[config.mk]
export PLATFORM = sky130hd
export DESIGN_NAME = lsu_wb
export DESIGN_NICKNAME = d
export VERILOG_FILES = /design/src/rtl/lsu_wb_pkg.sv /design/src/rtl/lsu_ext.sv /design/src/rtl/lsu_wb.sv
export SDC_FILE = /design/constraint.sdc
export NUM_CORES = 1
export LEC_CHECK = 0
export ABC_AREA = 1
export BUFFER_PORTS_ARGS = -buffer_cell sky130_fd_sc_hd__buf_2
export CAP_MARGIN = 40
export CORE_ASPECT_RATIO = 0.7
export CORE_MARGIN = 5
export CORE_UTILIZATION = 51
export CTS_BUF_LIST = sky130_fd_sc_hd__clkbuf_16
export CTS_CLUSTER_DIAMETER = 150
export DETAILED_ROUTE_END_ITERATION = 8
export PLACE_DENSITY = 0.91
export SETUP_SLACK_MARGIN = 0.4
export SLEW_MARGIN = 20
export SYNTH_ARGS = -nofsm -noshare
export SYNTH_HDL_FRONTEND = slang
export SYNTH_HIERARCHICAL = 1
export SYNTH_SLANG_ARGS = --single-unit
[constraint.sdc]
create_clock -name clk_i -period 1.55 [get_ports clk_i]
set_input_delay 0.2325 -clock clk_i [delete_from_list [all_inputs] [get_ports clk_i]]
set_output_delay 0.2325 -clock clk_i [all_outputs]
set_load 0.03 [all_outputs]
[src/rtl/lsu_wb_pkg.sv]
// Shared types and constants for the load/store writeback unit: FSM states,
// RV funct3 access encodings, and the default datapath and register-index widths.
package lsu_wb_pkg;

  localparam int XLEN_W = 32;
  localparam int REG_W  = 5;

  typedef enum logic [1:0] {IDLE, REQ, WAIT, WB} state_t;

  localparam logic [2:0] LB  = 3'b000;
  localparam logic [2:0] LH  = 3'b001;
  localparam logic [2:0] LW  = 3'b010;
  localparam logic [2:0] LBU = 3'b100;
  localparam logic [2:0] LHU = 3'b101;
  localparam logic [2:0] SB  = 3'b000;
  localparam logic [2:0] SH  = 3'b001;
  localparam logic [2:0] SW  = 3'b010;

  // Unshifted byte-lane mask for an access size.
  function automatic logic [3:0] size_mask(input logic [2:0] f3);
    case (f3[1:0])
      2'b00:   size_mask = 4'b0001;
      2'b01:   size_mask = 4'b0011;
      default: size_mask = 4'b1111;
    endcase
  endfunction

endpackage

[src/rtl/lsu_ext.sv]
// Load alignment and extension: shifts the response word down to the accessed
// byte offset, then sign- or zero-extends according to funct3.
module lsu_ext
  import lsu_wb_pkg::*;
#(
  parameter int XLEN = XLEN_W
) (
  input  logic [2:0]      funct3,
  input  logic [1:0]      offset,
  input  logic [XLEN-1:0] rdata,
  output logic [XLEN-1:0] data
);

  logic [XLEN-1:0] shifted;

  always_comb begin
    shifted = rdata >> {offset, 3'b000};
    case (funct3)
      LB:      data = {{(XLEN-8){shifted[7]}}, shifted[7:0]};
      LH:      data = {{(XLEN-16){shifted[15]}}, shifted[15:0]};
      LBU:     data = {{(XLEN-8){1'b0}}, shifted[7:0]};
      LHU:     data = {{(XLEN-16){1'b0}}, shifted[15:0]};
      default: data = shifted;
    endcase
  end

endmodule

[src/rtl/lsu_wb.sv]
// Load/store unit with writeback: IDLE -> REQ -> WAIT -> WB for memory ops,
// IDLE -> WB otherwise. Define LSU_MISALIGN_TRAP_EN to trap misaligned accesses.
module lsu_wb
  import lsu_wb_pkg::*;
#(
  parameter int XLEN = XLEN_W
) (
  input  logic             clk_i,
  input  logic             rst_i,
  input  logic             in_valid_i,
  output logic             in_ready_o,
  input  logic [REG_W-1:0] rd_i,
  input  logic             wen_i,
  input  logic             is_load_i,
  input  logic             is_store_i,
  input  logic [2:0]       funct3_i,
  input  logic [XLEN-1:0]  alu_res_i,
  input  logic [XLEN-1:0]  st_data_i,
  output logic             mem_req_valid_o,
  input  logic             mem_req_ready_i,
  output logic [XLEN-1:0]  mem_addr_o,
  output logic             mem_wen_o,
  output logic [XLEN-1:0]  mem_wdata_o,
  output logic [3:0]       mem_wstrb_o,
  input  logic             mem_rsp_valid_i,
  input  logic [XLEN-1:0]  mem_rdata_i,
  input  logic             mem_rsp_err_i,
  output logic             wb_wen_o,
  output logic [REG_W-1:0] wb_rd_o,
  output logic [XLEN-1:0]  wb_data_o,
  output logic             retire_o,
  output logic             err_o
);

  state_t           state;
  logic [REG_W-1:0] rd_q;
  logic             wen_q, load_q, store_q, err_q;
  logic [2:0]       f3_q;
  logic [XLEN-1:0]  alu_q, st_q, rdata_q, ext_data;
  logic             misalign;

`ifdef LSU_MISALIGN_TRAP_EN
  assign misalign = (is_load_i | is_store_i) &
                    (((funct3_i[1:0] == 2'b01) & alu_res_i[0]) |
                     ((funct3_i[1:0] == 2'b10) & (|alu_res_i[1:0])));
`else
  assign misalign = 1'b0;
`endif

  always_ff @(posedge clk_i or negedge rst_i) begin
    if (!rst_i) begin
      state   <= IDLE;
      rd_q    <= '0;
      wen_q   <= 1'b0;
      load_q  <= 1'b0;
      store_q <= 1'b0;
      err_q   <= 1'b0;
      f3_q    <= '0;
      alu_q   <= '0;
      st_q    <= '0;
      rdata_q <= '0;
    end else begin
      case (state)
        IDLE: if (in_valid_i) begin
          rd_q    <= rd_i;
          wen_q   <= wen_i;
          load_q  <= is_load_i;
          store_q <= is_store_i;
          f3_q    <= funct3_i;
          alu_q   <= alu_res_i;
          st_q    <= st_data_i;
          err_q   <= misalign;
          // A trapped access skips the bus entirely.
          if (!(is_load_i | is_store_i) || misalign) state <= WB;
          else                                       state <= REQ;
        end
        REQ: if (mem_req_ready_i) state <= WAIT;
        WAIT: if (mem_rsp_valid_i) begin
          rdata_q <= mem_rdata_i;
          err_q   <= mem_rsp_err_i;
          state   <= WB;
        end
        WB:      state <= IDLE;
        default: state <= IDLE;
      endcase
    end
  end

  lsu_ext #(.XLEN(XLEN)) u_ext (
    .funct3 (f3_q),
    .offset (alu_q[1:0]),
    .rdata  (rdata_q),
    .data   (ext_data)
  );

  assign in_ready_o      = (state == IDLE);
  assign mem_req_valid_o = (state == REQ);
  assign mem_addr_o      = {alu_q[XLEN-1:2], 2'b00};
  assign mem_wen_o       = store_q;
  assign mem_wstrb_o     = store_q ? (size_mask(f3_q) << alu_q[1:0]) : 4'b0000;
  assign mem_wdata_o     = st_q << {alu_q[1:0], 3'b000};

  assign retire_o  = (state == WB);
  assign err_o     = retire_o & err_q;
  assign wb_wen_o  = retire_o & wen_q & ~store_q & ~err_q & (rd_q != '0);
  assign wb_rd_o   = rd_q;
  assign wb_data_o = load_q ? ext_data : alu_q;

endmodule

==> qor.yml, run 1 <==
placed_design:
  port_buffers: 221
  hpwlAfterDp_um: 16500
  dp.cells: 1238
  finalWeightedCongestion: 1.01
synthesis:
  netlist_instances: 881
  synth_area_um2: 6410
  yosysWarnings: 6
  synth_enable_flop_cells: 0
  yosysTopAreaCell: "dfrtp_1"
  synth_cell_types: 30
  synth.most_common_cell: "nand2_1"
  ys_ff_latch: 110
  async_reset_ff_share_pct: 100
  synth.avg_cell_area_um2: 7.27
  synth_ff_type: "dfrtp_1"
  synth.yosys.seq_area_share_pct: 43.0
  yosys-top-cells-count: "nand2_1, dfrtp_1, nor2_1, inv_1, a21oi_1"
  synth_top_area_share_pct: 43.0
  synth_area_leaders: "dfrtp_1, nand2_1, a21oi_1, nor2_1, buf_4"
sta:
  repair-timing-grt-worst-ep: "wb_data_o[22]"
  worstEpCategory: "primary output"
global_route:
  grt_max_degree: 40
clock_tree:
  cts_buffers: 9
  cts_root_buf: "clkbuf_16"
  clock-sinks: 110
  clock_path_buffers: 2
  htree_levels: 3
floorplanning:
  io-pin-count: 224
  rows: 34
  initial_core_util_pct: 51.8
  fp.dieW_um: 144
  die_h_um: 104
outcome:
  first-error: "[ERROR DPL-0038] Utilization greater than 100%, impossible to legalize"
  status: "aborted with a tool error"
  haltStage: "global routing (5_1_grt)"
[metrics by stage]
| stage | cell area, µm² | setup TNS (ns) | util, % | setup WS [ns] |
|---|---|---|---|---|
| after detailed placement | 8930 | -6.97 | 72.1 | -0.264 |
| after floorplan | 7640 | 0 | - | 0.0316 |
| after CTS | 11800 | -29.00 | 95.1 | -0.531 |
| after global placement | 8930 | -5.54 | 72.1 | -0.282 |
[kinds of logic after synthesis]
group           synth area share [%]
other cells                   0.0585
simple gates                    30.1
buf+inv                         12.8
fa+ha+maj                      0.781
compound gates                  13.3
flops                           43.0
[repair_timing]
| item | 4_1_cts |
|---|---|
| endpoints found under the hold margin | 25 |
| gates cloned | 32 |
| setup endpoints to repair | 198 |
| resized for setup | 418 |
| hold buffers | 1 |
| pin swaps | 98 |
| setup buffers | 41 |
==> run 2, diff against run 1 <==
--- a/config.mk
+++ b/config.mk
@@ -8,14 +8,10 @@
 export ABC_AREA = 1
 export BUFFER_PORTS_ARGS = -buffer_cell sky130_fd_sc_hd__buf_2
 export CAP_MARGIN = 40
-export CORE_ASPECT_RATIO = 0.7
 export CORE_MARGIN = 5
-export CORE_UTILIZATION = 51
-export CTS_BUF_LIST = sky130_fd_sc_hd__clkbuf_16
-export CTS_CLUSTER_DIAMETER = 150
+export CORE_UTILIZATION = 40
 export DETAILED_ROUTE_END_ITERATION = 8
-export PLACE_DENSITY = 0.91
-export SETUP_SLACK_MARGIN = 0.4
+export PLACE_DENSITY_LB_ADDON = 0.15
 export SLEW_MARGIN = 20
 export SYNTH_ARGS = -nofsm -noshare
 export SYNTH_HDL_FRONTEND = slang
==> qor.yml, run 2 <==
pwr:
  irDropWorstVdd_v: 0.00120
  comb_power_share_pct: 68.9
  p_clk_share_pct: 9.7
  internal_power_mw: 13.1
  p_leak_nw: 5.28
  p_sw_mw: 13.0
  seqPwrFrac_pct: 21.5
  p_total_mw: 26.1
  p_per_area_nw_per_um2: 2610
  swShare_pct: 49.7
floorplanning:
  initial_core_util_pct: 40.5
  io-pin-count: 224
  fp.dieW_um: 137
  die_h_um: 137
  core_area_um2: 15800
  die_area_um2: 18700
  rows: 46
run:
  maxCapViolCount: 0
clock_tree:
  clock_path_buffers: 2
  clock_latency_ns: 0.36
  cts_tree: "done"
  htree_levels: 3
  clk_pin_slew_worst_paths_ns: 0.07
  clock-sinks: 110
  cts_buffers: 9
  cts_root_buf: "clkbuf_16"
setup_path:
  start_kind: "register"
  reg2reg_to: "st_q[22]"
  arrival_ns: 1.88
  reg2reg_from: "state[0]"
  cp.required_ns: 1.32
  cpPeakStageDelay_ns: 0.56
  crit_type: "reg -> out"
  crit_chain: "inv_8, nand2_4, nand3_4, nand3_4, clkbuf_16, nand3_2, nand2_2, o21ai_2, buf_6"
  crit_start: "alu_q[0]"
  slowest_stage: "dfrtp_2"
  r2r_cells: 7
  end_kind: "primary output"
  endpoint: "wb_data_o[18]"
  crit_top_cell: "nand3_4"
  reg2reg_slack_ns: 0.10
  crit_fanout: 12
synthesis:
  netlist_instances: 881
  synth_area_leaders: "dfrtp_1, nand2_1, a21oi_1, nor2_1, buf_4"
  synth_compound_area_share_pct: 13.3
  yosysTopAreaCell: "dfrtp_1"
  synth.most_common_cell: "nand2_1"
  synth_fa_ha_area_share_pct: 0.781
  synth_top_area_share_pct: 43.0
  yosys.area_share.simple_pct: 30.1
  yosysWarnings: 6
  synthMuxAreaShare_pct: 0
  synth_cell_types: 30
  synth_ff_type: "dfrtp_1"
  synth_enable_flop_cells: 0
  synth.avg_cell_area_um2: 7.27
  async_reset_ff_share_pct: 100
  yosys.area_share.xor_xnor_pct: 0
  synth_top_family_by_area: "simple AND/OR/NAND/NOR gates"
  synth_area_um2: 6410
  ys_ff_latch: 110
  yosys-top-cells-count: "nand2_1, dfrtp_1, nor2_1, inv_1, a21oi_1"
  synth.yosys.seq_area_share_pct: 43.0
global_route:
  grt_remaining_overflow: 0
  antenna_found_initial: 0
  first_global_vias: 6298
  grt_max_degree: 58
  grtUsageTotal_pct: 21.6
  grt_first_pass_wirelength_um: 31600
outcome:
  violations: "setup timing"
  status: "finished, violations left"
placed_design:
  finalWeightedCongestion: 0.866
  port_buffers: 221
  hpwlAfterDp_um: 15100
route:
  drc: 0
  post_drt_wl_per_cell_um: 16.4
  vias: 6578
  drt_iter0_markers: 449
  drt-vias-per-instance: 4.91
  routed_wl_um: 22000
  ant_nets: 0
  first_pass_iters: 5
sta:
  fin_worst_skew_ns: 0.00687
  rsz0062_at_grt: "true"
  setup_viol: 70
  fin_ws_ns: -0.560
  drv_slew: 0
  max_freq_ghz: 0.474
  fin_crit_ns: 2.11
  hold_violations: 0
  post-route-period-util_pct: 136
  fin_tns_setup_ns: -31.30
final_layout:
  antennaDiodeCount: 0
  final_common_cell: "nand2_1"
  final_cell_mix: "nand2_1, buf_2, dfrtp_1"
  syn_to_final_growth_pct: 56.2
  reg_top3: "alu_q x32, rdata_q x32, st_q x32"
  nNetsFinal: 1237
  drive_gt1_share_pct: 46.0
worst_hold_path:
  min_path_type: "in -> reg"
==> run 2: cells by family (layout without fill, tap and decap cells) <==
kind of cell | count (synthesis) | count (layout)
other cells | 1 | 2
simple gates | 455 | 455
buf+inv | 156 | 399
flops | 110 | 110
fa+ha+maj | 4 | 4
compound gates | 155 | 155
==> run 2: layout make-up <==
| cell class | count | area [µm²] |
|---|---|---|
| fill | 1396 | 5820 |
| multi-input combinational | 616 | 3660 |
| sequential | 110 | 2760 |
| timing repair buffer | 315 | 2710 |
| inverter | 67 | 292 |
| tap | 216 | 270 |
| clock buffer | 12 | 246 |
| clock inverter | 4 | 70.1 |
| timing repair inverter | 1 | 6.26 |
==> run 2: how the worst min path moves through the flow <==
stage | startpoint | to | slack (ns) | depth (start not counted)
floorplan | rst_i | alu_q[0] | -0.06 | 0
global placement | rst_i | state[0] | 0.08 | 1
detailed placement | rst_i | state[0] | 0.08 | 1
CTS | mem_rdata_i[20] | rdata_q[20] | 0.06 | 3
global route | mem_rdata_i[5] | rdata_q[5] | 0.07 | 3
finish | mem_rdata_i[20] | rdata_q[20] | 0.07 | 3
==> run 2: power groups by stage <==
stage / Clock [mW] / Combinational, mW / Sequential [mW]
final: 2.52 / 18.0 / 5.61
after detailed placement: 0 / 13.1 / 5.36
after floorplan: 0 / 9.54 / 5.07
after CTS: 2.58 / 15.0 / 5.34
after global routing: 2.68 / 19.2 / 5.79
after global placement: 0 / 13.0 / 5.34
==> run 2: layer usage <==
layer  vias to the layer above  track usage, %  routed length (µm)
met2                       231            35.1               10700
met5                         -               0                   0
li1                       3258               -                   -
met4                         0            7.84                 580
met1                      3052            28.6                9240
met3                        37            4.38                1540
==> run 2: per-stage QoR <==
stage	hold WS (ns)	cells	instance area (µm²)	util, %	setup WS (ns)
after floorplan	-0.0631	882	6480	-	-0.159
after global placement	0.0805	1287	7870	49.7	-0.176
after detailed placement	0.0787	1287	7870	49.7	-0.198
after CTS	0.0571	1320	8790	55.6	-0.560
after global routing	0.0693	1341	10000	63.2	-0.663
final	0.0695	1341	10000	63.2	-0.560
==> run 2: repair_timing <==
action	4_1_cts	5_1_grt
endpoints found under the setup margin	70	116
cloned	4	12
pin swaps	11	47
setup buffers	12	12
hold endpoints to repair	53	0
hold buffers	1	0
gates resized for setup	156	233
==> run 2: critical path, delay by kind of cell, from the launching register on <==
family,cells,cell delay (ns)
and+or+nand+nor,5,0.51
buffers and inverters,3,0.42
DFF,1,0.56
AOI/OAI and AO/OA,1,0.05
Note: power is estimated with default switching activity, not from simulation.
==> run 3, diff against run 2 <==
--- a/config.mk
+++ b/config.mk
@@ -8,8 +8,9 @@
 export ABC_AREA = 1
 export BUFFER_PORTS_ARGS = -buffer_cell sky130_fd_sc_hd__buf_2
 export CAP_MARGIN = 40
-export CORE_MARGIN = 5
+export CORE_MARGIN = 4
 export CORE_UTILIZATION = 40
+export CTS_BUF_LIST = sky130_fd_sc_hd__clkbuf_2 sky130_fd_sc_hd__clkbuf_4 sky130_fd_sc_hd__clkbuf_8
 export DETAILED_ROUTE_END_ITERATION = 8
 export PLACE_DENSITY_LB_ADDON = 0.15
 export SLEW_MARGIN = 20
==> qor.yml, run 3 (synthesized netlist as in run 2, its figures left out) <==
global_route:
  antenna_found_initial: 1
  grt_first_pass_wirelength_um: 31800
  grtUsageTotal_pct: 21.9
  first_global_vias: 6208
  grt_remaining_overflow: 0
  grt_max_degree: 58
final_layout:
  final_cells: 1335
  nFillCells: 1459
  nNetsFinal: 1231
  final_cell_mix: "nand2_1, buf_2, dfrtp_1"
  final_common_cell: "nand2_1"
  final_area_um2: 9410
  multi_input_comb_area_um2: 3300
  syn_to_final_growth_pct: 46.9
  seqCellArea_um2: 2760
  antennaDiodeCount: 0
  drive_gt1_share_pct: 40.4
  reg_top3: "alu_q x32, rdata_q x32, st_q x32"
clock_tree:
  clock_latency_ns: 0.39
  cts_buffers: 9
  cts_root_buf: "clkbuf_8"
  htree_levels: 3
  cts_tree: "done"
  clock-sinks: 110
  clk_pin_slew_worst_paths_ns: 0.10
  clock_path_buffers: 2
route:
  routed_wl_um: 21500
  drt_iter0_markers: 397
  post_drt_wl_per_cell_um: 16.1
  first_pass_iters: 5
  ant_nets: 0
  vias: 6558
  drt-vias-per-instance: 4.91
  drc: 0
setup_path:
  end_kind: "primary output"
  slowest_stage: "dfrtp_2"
  crit_chain: "buf_4, nand2_1, nand3_2, nand3_4, clkbuf_16, nand3_2, nand2_1, o21ai_0, buf_4"
  crit_fanout: 6
  arrival_ns: 1.91
  cpPeakStageDelay_ns: 0.44
  start_kind: "register"
  crit_type: "reg -> out"
  r2r_cells: 9
  cp.required_ns: 1.32
pwr:
  p_leak_nw: 5.02
  seqPwrFrac_pct: 22.2
  p_clk_share_pct: 7.2
  irDropWorstVdd_v: 0.00146
  p_sw_mw: 12.1
  swShare_pct: 50.7
  internal_power_mw: 11.7
  p_per_area_nw_per_um2: 2530
  comb_power_share_pct: 70.6
outcome:
  violations: "setup timing"
  status: "finished, violations left"
floorplanning:
  fp.dieW_um: 135
  io-pin-count: 224
  initial_core_util_pct: 40.6
  die_area_um2: 18100
  core_area_um2: 15800
  die_h_um: 135
  rows: 46
sta:
  fin_crit_ns: 2.15
  drv_slew: 0
  setup_viol: 71
  hold_violations: 0
  rsz0062_at_grt: "true"
  fin_ws_ns: -0.596
  post-route-period-util_pct: 138
  max_freq_ghz: 0.466
  fin_worst_skew_ns: 0.00896
placed_design:
  hpwlAfterDp_um: 14800
  finalWeightedCongestion: 0.856
  place_ws_ns: -0.186
  dp.cells: 1279
  placed_area_um2: 7830
  port_buffers: 221
worst_hold_path:
  holdPathStages: 3
  min_path_type: "in -> reg"
run:
  maxCapViolCount: 0
-- run 3: changes by cell type in the layout (fill, tap and decap cells not counted), moves of 5 or more --
cell and change:
clkbuf_8 +10, o21ai_0 +13, buf_4 +7, nand2_1 +24, clkbuf_16 -11, nand2_4 -19, a22oi_2 -6, buf_6 -20
o21ai_1 +6, a21oi_1 +5, a22oi_1 +6, o21ai_2 -17
-- run 3: worst paths after layout --
check                                 from            end  slack, ns
max in group asynchronous            rst_i      alu_q[27]       0.87
setup reg to reg                  state[1]    rdata_q[15]       0.04
hold reg to reg                      wen_q          wen_q       0.48
hold / removal             mem_rdata_i[24]    rdata_q[24]       0.03
setup / recovery                  alu_q[0]  wb_data_o[22]      -0.60
min in group asynchronous            rst_i       state[1]       0.38
-- run 3: cell type report --
| type | count | area share [%] |
|---|---|---|
| well taps | 216 | 2.87 |
| multi-input cells | 618 | 35.0 |
| flip-flops and latches | 110 | 29.3 |
| repair buffers | 308 | 27.7 |
| clock buffers | 12 | 1.69 |
| inverters | 67 | 3.10 |
| clock inverters | 4 | 0.332 |
-- run 3: per-stage QoR --
step | setup TNS (ns) | hold WS [ns] | total power [mW] | util (%)
finish | -30.88 | 0.0303 | 23.8 | 59.7
global placement | -4.11 | 0.262 | 18.1 | 49.6
CTS | -31.10 | 0.00867 | 22.2 | 55.4
global route | -38.01 | 0.00240 | 25.3 | 59.7
detailed placement | -4.14 | 0.262 | 18.2 | 49.6
floorplan | -2.06 | -0.0631 | 14.6 | -
-- run 3: power groups by stage --
stage | Combinational (mW) | Sequential, mW | Clock (mW)
5_1_grt | 18.0 | 5.45 | 1.89
3_5_place_dp | 12.9 | 5.30 | 0
4_1_cts | 15.2 | 5.21 | 1.79
2_1_floorplan | 9.54 | 5.07 | 0
3_3_place_gp | 12.8 | 5.29 | 0
6_report | 16.8 | 5.27 | 1.72
-- run 3: timing repair --
| action | 4_1_cts | 5_1_grt |
|---|---|---|
| gates cloned | 4 | 13 |
| buffers inserted | 16 | 6 |
| endpoints found under the setup margin | 74 | 121 |
| resized for setup | 157 | 104 |
| pin swaps | 18 | 29 |
| hold buffers | 1 | 0 |
| endpoints found under the hold margin | 110 | 0 |
-- run 3: routing by layer --
| layer | global-route usage [%] | vias to the layer above | part of all wire (%) |
|---|---|---|---|
| met3 | 6.04 | 28 | 6.5 |
| met5 | 0 | - | 0.033 |
| met4 | 5.32 | 2 | 1.6 |
| met1 | 27.9 | 3063 | 43 |
| li1 | - | 3257 | - |
| met2 | 37.3 | 208 | 49 |
-- run 3: critical path: cells and delay by family (launching register included) --
family                 cells  cell delay [ns]
and+or+nand+nor            5             0.50
buffers and inverters      3             0.51
DFF                        1             0.44
AOI/OAI and AO/OA          1             0.08
